### src/rtl/imem_loader.sv
// imem_loader: boot loader that turns a length-prefixed byte stream into
// instruction-memory word writes and holds the cpu in reset until done.
// Ports:
//   clk, rst         clock, async active-high reset
//   in_valid/ready   byte handshake, in_data is the stream byte
//   mem_we/addr/wdata  one-cycle instruction-memory write port
//   cpu_rst          cpu reset, released after the last word commits
//   loading, error   status; words_loaded counts committed words
module imem_loader #(
  parameter int unsigned ADDRESS_WIDTH = 32,
  parameter int unsigned DATA_WIDTH    = 32,
  parameter int unsigned DEPTH_WORDS   = 256,
  parameter logic [ADDRESS_WIDTH-1:0] LOAD_BASE = '0
) (
  input  logic                     clk,
  input  logic                     rst,
  input  logic                     in_valid,
  input  logic [7:0]               in_data,
  output logic                     in_ready,
  output logic                     mem_we,
  output logic [ADDRESS_WIDTH-1:0] mem_addr,
  output logic [DATA_WIDTH-1:0]    mem_wdata,
  output logic                     cpu_rst,
  output logic                     loading,
  output logic                     error,
  output logic [15:0]              words_loaded
);

  typedef enum logic [1:0] {
    S_LEN,
    S_LOAD,
    S_RUN,
    S_ERR
  } state_t;

  state_t      state;
  state_t      state_nx;
  logic [1:0]  byte_cnt;
  logic [23:0] low;
  logic [31:0] len;
  logic [31:0] word_cnt;
  logic        accept;
  logic        last_byte;
  logic [31:0] full;

  assign in_ready  = (state == S_LEN) || (state == S_LOAD);
  assign loading   = in_ready;
  assign error     = (state == S_ERR);
  assign accept    = in_valid && in_ready;
  assign last_byte = accept && (byte_cnt == 2'd3);
  assign full      = {in_data, low};

  always_ff @(posedge clk or posedge rst) begin
    if (rst) state <= S_LEN;
    else     state <= state_nx;
  end

  always_comb begin
    state_nx = state;
    unique case (state)
      S_LEN: begin
        if (last_byte) begin
          if (full == 32'd0)
            state_nx = S_RUN;
          else if (full > DEPTH_WORDS)
            state_nx = S_ERR;
          else
            state_nx = S_LOAD;
        end
      end
      S_LOAD: begin
        if (last_byte && (word_cnt + 32'd1 == len))
          state_nx = S_RUN;
      end
      S_RUN:   state_nx = S_RUN;
      S_ERR:   state_nx = S_ERR;
      default: state_nx = S_LEN;
    endcase
  end

  // cpu_rst is registered off the state so it falls one edge after RUN
  // is entered, i.e. on the same edge the memory commits the last word.
  always_ff @(posedge clk or posedge rst) begin
    if (rst) begin
      byte_cnt     <= 2'd0;
      low          <= 24'd0;
      len          <= 32'd0;
      word_cnt     <= 32'd0;
      words_loaded <= 16'd0;
      mem_we       <= 1'b0;
      mem_addr     <= '0;
      mem_wdata    <= '0;
      cpu_rst      <= 1'b1;
    end else begin
      mem_we  <= 1'b0;
      cpu_rst <= (state != S_RUN);
      if (accept) begin
        byte_cnt <= byte_cnt + 2'd1;
        unique case (byte_cnt)
          2'd0: low[7:0]   <= in_data;
          2'd1: low[15:8]  <= in_data;
          2'd2: low[23:16] <= in_data;
          default: begin
            if (state == S_LEN) begin
              len <= full;
            end else begin
              mem_we    <= 1'b1;
              mem_addr  <= LOAD_BASE
                         + ADDRESS_WIDTH'({word_cnt, 2'b00});
              mem_wdata <= DATA_WIDTH'(full);
              word_cnt  <= word_cnt + 32'd1;
              if (words_loaded != 16'hFFFF)
                words_loaded <= words_loaded + 16'd1;
            end
          end
        endcase
      end
    end
  end

endmodule

### config.mk
export PLATFORM = sky130hd
export DESIGN_NAME = imem_loader
export DESIGN_NICKNAME = d
export VERILOG_FILES = /design/src/rtl/imem_loader.sv
export SDC_FILE = /design/constraint.sdc
export NUM_CORES = 1
export LEC_CHECK = 0
export ABC_AREA = 1
export BUFFER_PORTS_ARGS = -buffer_cell sky130_fd_sc_hd__buf_2
export CORE_MARGIN = 4
export CORE_UTILIZATION = 53
export CTS_CLUSTER_DIAMETER = 60
export DETAILED_ROUTE_END_ITERATION = 8
export PLACE_DENSITY = 0.76
export SLEW_MARGIN = 20
export SYNTH_ARGS = -nofsm -noshare
export SYNTH_HDL_FRONTEND = slang
export SYNTH_SLANG_ARGS = --single-unit
### constraint.sdc
create_clock -name clk -period 5.5 [get_ports clk]
set_input_delay 1.1 -clock clk [delete_from_list [all_inputs] [get_ports clk]]
set_output_delay 1.1 -clock clk [all_outputs]
set_load 0.01 [all_outputs]
After elaboration in Yosys (flattened, before gate mapping)

Cells that the tools add are included.

Register bits: 172
Bits of input ports: 11
Output and inout bits: 85
Word-level logic and storage cells: 52

Add/sub/neg operators: 3
Magnitude comparators: 1
Equality and inequality tests: 11
Mux-type cells: 8
Bitwise gates (word level): 2
Reductions and logical operators: 15

Operators with widths:

| kind                    | count |
|---|---|
| $add A32 B1 Y32 const B | 1 |
| $eq A32 B32 Y1          | 1 |
| $gt A32 B9 Y1 const B   | 1 |
| $logic_not A32 Y1       | 1 |
| $add A16 B1 Y16 const B | 1 |
| $ne A16 B16 Y1 const B  | 1 |
| $eq A2 B2 Y1 const B    | 4 |
| $mux W2                 | 4 |
| $pmux W2 S4             | 1 |
| $reduce_and A2 Y1       | 4 |
| $reduce_and A3 Y1       | 2 |
| $eq A2 B1 Y1 const B    | 2 |
| $logic_not A2 Y1        | 2 |
| $ne A2 B2 Y1 const B    | 2 |
| $reduce_and A4 Y1       | 1 |
| $logic_and A1 B1 Y1     | 3 |
| $mux W1                 | 3 |
| $reduce_or A3 Y1        | 1 |
| $add A2 B1 Y2 const B   | 1 |
| $ne A2 B1 Y1 const B    | 1 |
| $not A1 Y1              | 2 |
| $logic_or A1 B1 Y1      | 1 |

Longest topological paths before layout

Depth in word-level cells: 7
Mapped depth: 17
Gate-level depth less buffers: 17

Worst setup path after synthesis

Ideal clock, no wire load.

Path type: input to register
From: input port in_valid
To: register mem_wdata[0]
Library setup time: 0.130 ns
Data arrival time: 2.230 ns
Required time: 5.370 ns
Slack: 3.140 ns
Stages: 10
Path buffers: 3
Cells stage by stage: nand2_1 > nor2_1 > inv_1 > nor2_4 > inv_1 > buf_2 > buf_2 > clkbuf_1 > nand2_1 > o21ai_0

Longest elaborated chain between the ends: 2

RTL lines:

| element                     | RTL line | source |
|---|---|---|
| start: declaration          | 17       | `input logic in_valid,` |
| $logic_and A1 B1 Y1         | 49       | `assign accept = in_valid && in_ready;` |
| $reduce_and A3 Y1 (no line) | --       |  |
| end signal: assignment      | 110      | `mem_wdata <= DATA_WIDTH'(full);` |
| end: declaration            | 22       | `output logic [DATA_WIDTH-1:0] mem_wdata,` |

Every way passes these cells.
A chain may end at the register's enable or synchronous reset.

Final worst setup path

From: input port in_valid
To: register word_cnt[24]

Longest elaborated chain between the ends: 2

RTL lines:

| element                     | RTL line | source |
|---|---|---|
| $logic_and A1 B1 Y1         | 49       |  |
| $reduce_and A3 Y1 (no line) | --       |  |
| end signal: assignment      | 111      | `word_cnt <= word_cnt + 32'd1;` |
| end: declaration            | 41       | `logic [31:0] word_cnt;` |

Every way passes these cells.

==> flow_summary.rst <==
.. list-table::
   :header-rows: 1

   * - Metric
     - Value
   * - Run status
     - completed
   * - Number of buffers on the longest clock path
     - 2
   * - Reg-to-reg setup timing slack
     - 2.76 ns
   * - Number of cells traversed by the worst register-to-register path
     - 9
   * - Required time of the critical path
     - 5.77 ns
   * - Antenna diodes
     - 0
   * - Die height
     - 136 um
   * - Number of enable-type register cells in the synthesized netlist
     - 0
   * - Overall die width
     - 136 um
   * - Layout cell share with drive strength beyond 1
     - 12.7%
   * - Highest net fanout along the worst path
     - 82
   * - CP startpoint kind
     - input port
   * - Final wirelength
     - 21,800 um
   * - Number of buffers created by CTS
     - 17
   * - Fillers
     - 1,383
   * - Seq cells post-synth
     - 172
   * - Total leakage power
     - 0.00512 uW
   * - Setup-violating endpoint count in the final report
     - 0
   * - TritonCTS clock tree
     - done
   * - Leading register cell type out of synthesis
     - sky130_fd_sc_hd__dfrtp_1
   * - Part of the Yosys area used for sequential elements
     - 49.7%
   * - Vias in the first global route
     - 7,168
   * - Share of the synthesized area in the top cell type
     - 49.4%
   * - Top cells by instance count after synthesis
     - sky130_fd_sc_hd__nand2_1 (395), sky130_fd_sc_hd__dfrtp_1 (171), sky130_fd_sc_hd__o21ai_0 (142), sky130_fd_sc_hd__inv_1 (120), sky130_fd_sc_hd__nand3_1 (116)
   * - Number of levels in the clock H-tree
     - 4
   * - Crit end category
     - flop
   * - Number of cells in the design after placement
     - 1,430
   * - Highest achievable clock rate
     - 0.350 GHz
   * - Via total after detailed routing
     - 7,746
   * - Pin count of the biggest net entering global routing
     - 129
   * - Setup Buffers After CTS
     - 0
   * - Worst hold-check path type
     - reg2reg
   * - Largest area contributor in the netlist
     - sky130_fd_sc_hd__dfrtp_1
   * - Crit path arrival time
     - 3.13 ns
   * - Clock transition at the register clock pins on the worst setup and hold paths after CTS
     - 0.07 ns
   * - Wire length of the first global-routing pass
     - 36,100 um
   * - Cell with the most instances after synthesis
     - sky130_fd_sc_hd__nand2_1
   * - Critical setup path kind
     - in2reg
   * - Count of clock tree sinks
     - 172
   * - Synthesized netlist cell count
     - 1,149
   * - Leading post-synthesis cells by cell area
     - sky130_fd_sc_hd__dfrtp_1 (49%), sky130_fd_sc_hd__nand2_1 (17%), sky130_fd_sc_hd__o21ai_0 (8.2%)
   * - Antenna viol nets, final
     - 0
   * - Gates resized, CTS repair
     - 0
   * - Peak supply drop
     - 0.000262 V
   * - Total Neg Setup Slack
     - 0 ns
   * - Initial standard-cell utilization of the core
     - 54.3%
   * - Count of routing violations after the opening detailed-route iteration
     - 944
   * - Max Transition Viols Final
     - 0
   * - I/O pin total
     - 96
   * - Footprint of the multi-input gates
     - 0.00376 mm^2
   * - Final clock skew
     - 0.0127 ns
   * - Measured slew at the worst slew-check pin
     - 0.806 ns
   * - Relative slew slack
     - 46.2%
   * - First-pass iteration count of the detailed router
     - 6
   * - DR WL/cell
     - 14.9 um
   * - Average cell area after synthesis
     - 7.54 um^2
   * - Std cell rows
     - 46
   * - DIE AREA
     - 0.0184 mm^2
   * - Insertion delay of the later-clocked pin in the worst-skew pair
     - 0.43 ns
   * - Synthesis-to-finish area growth
     - 14.5%
   * - Power density normalized to cell area
     - 489 mW/mm^2
   * - Post-Synthesis Cell Area
     - 0.00866 mm^2
   * - Cell variety after synth
     - 30
   * - Final HPWL from detailed placement
     - 15,900 um
   * - Root buffer cell
     - sky130_fd_sc_hd__clkbuf_16
   * - Post-DR vias/cell
     - 5.29
   * - CTS hold repair buffers
     - 0
   * - FFs w/ async S/R, synth
     - 100%
   * - Shortest period the worst path allows
     - 2.86 ns
   * - Setup repair after global routing missed its margin
     - no
   * - Count of synthesis-stage warnings from yosys
     - 0
   * - Part of the cycle the worst path needs
     - 52.0%
   * - Total Nets Final
     - 1,251
   * - Overall Global Routing Usage
     - 24.8%
   * - DRC
     - 0
   * - Number of buffer cells added on primary ports
     - 93
   * - Number of antenna violations at the first check in global routing
     - 0
   * - Final std cells w/o fill
     - 1,463
   * - Area of the core
     - 0.0159 mm^2
   * - Final count of hold timing violations
     - 0
   * - Weighted congestion at the end of routability-driven global placement
     - 0.949
   * - Leftover overflow at the end of global routing
     - 0
   * - Worst hold stages
     - 2
   * - Storage element area
     - 0.00431 mm^2
   * - Max-Cap Viols
     - 0
## routing by layer
layer | part of all wire [%] | track usage, %
met1 | 46 | 36.7
met3 | 8.0 | 4.18
met4 | 1.9 | 8.40
met2 | 44 | 37.5
met5 | 0 | 0
## path summary, 6_finish.rpt
check	startpoint	endpoint
max	in_valid	word_cnt[24]
min	mem_wdata[10]	mem_wdata[10]
max reg2reg	state[1]	word_cnt[24]
min reg2reg	mem_wdata[10]	mem_wdata[10]
max in group asynchronous	rst	low[19]
min in group asynchronous	rst	word_cnt[6]
## layout by cell type, fill, tap and decap left out, types with 5 or more instances in the layout
cell and instances:
sky130_fd_sc_hd__inv_6 5, sky130_fd_sc_hd__inv_1 118, sky130_fd_sc_hd__ha_1 6, sky130_fd_sc_hd__nand3_1 116, sky130_fd_sc_hd__nand2_2 7, sky130_fd_sc_hd__o21ai_0 142
sky130_fd_sc_hd__nor2_4 6, sky130_fd_sc_hd__buf_2 93, sky130_fd_sc_hd__clkbuf_16 17, sky130_fd_sc_hd__xnor2_1 7, sky130_fd_sc_hd__nor2_2 5, sky130_fd_sc_hd__xor2_1 11
sky130_fd_sc_hd__nor2_1 89, sky130_fd_sc_hd__nand4_1 19, sky130_fd_sc_hd__dfrtp_1 171, sky130_fd_sc_hd__nand2_1 395
## cells by family (layout without fill, tap and decap cells)
group,Yosys count,count (layout),share of synthesized area [%]
buffers and inverters,155,252,6.92
other,1,2,0.0433
XOR/XNOR,18,18,1.82
AND/OR/NAND/NOR,654,654,32.4
flip-flops,172,172,49.7
adder cells (fa/ha/maj),6,6,0.867
AO/OA/AOI/OAI,143,143,8.26
## state kept, by name (all words and copies together), names as in the netlist, 2 cells and up
signal and count:
byte_cnt 2, len 32, low 24, mem_addr 30, mem_wdata 32, state 2
word_cnt 32, words_loaded 16
## layout make-up
type | instances | share of cell area (%)
Sequential cell | 172 | 43.4
Multi-Input combinational cell | 823 | 37.9
Timing Repair Buffer | 98 | 5.32
Inverter | 122 | 4.67
Clock buffer | 18 | 4.43
Tap cell | 216 | 2.73
Clock inverter | 14 | 1.50
## critical path: stages
cell                       delay (ns)
sky130_fd_sc_hd__buf_2           0.07
sky130_fd_sc_hd__nand2_1         0.10
sky130_fd_sc_hd__nor2_1          0.26
sky130_fd_sc_hd__inv_1           0.14
sky130_fd_sc_hd__nor2_4          0.11
sky130_fd_sc_hd__clkinv_2        0.48
sky130_fd_sc_hd__buf_4           0.54
sky130_fd_sc_hd__nand2_1         0.15
sky130_fd_sc_hd__o21ai_0         0.10
## report_power, final
group          internal, uW  switching [uW]  leakage [uW]
logic                   547            1020       0.00264
registers              1710             380       0.00220
clock network           652             551      0.000281
## per-stage QoR
step	hold WS (ns)	power (uW)	util (%)	cell area, um^2	setup WS, ns
finish	0.479	4850	62.2	9920	2.64
floorplan	0.439	3070	-	8670	2.20
global route	0.504	5200	62.2	9920	2.37
global placement	0.454	3590	58.4	9310	2.37
CTS	0.484	4840	62.1	9900	2.65
detailed placement	0.459	3640	58.4	9310	2.22
Power figures use the tool's default switching activity.
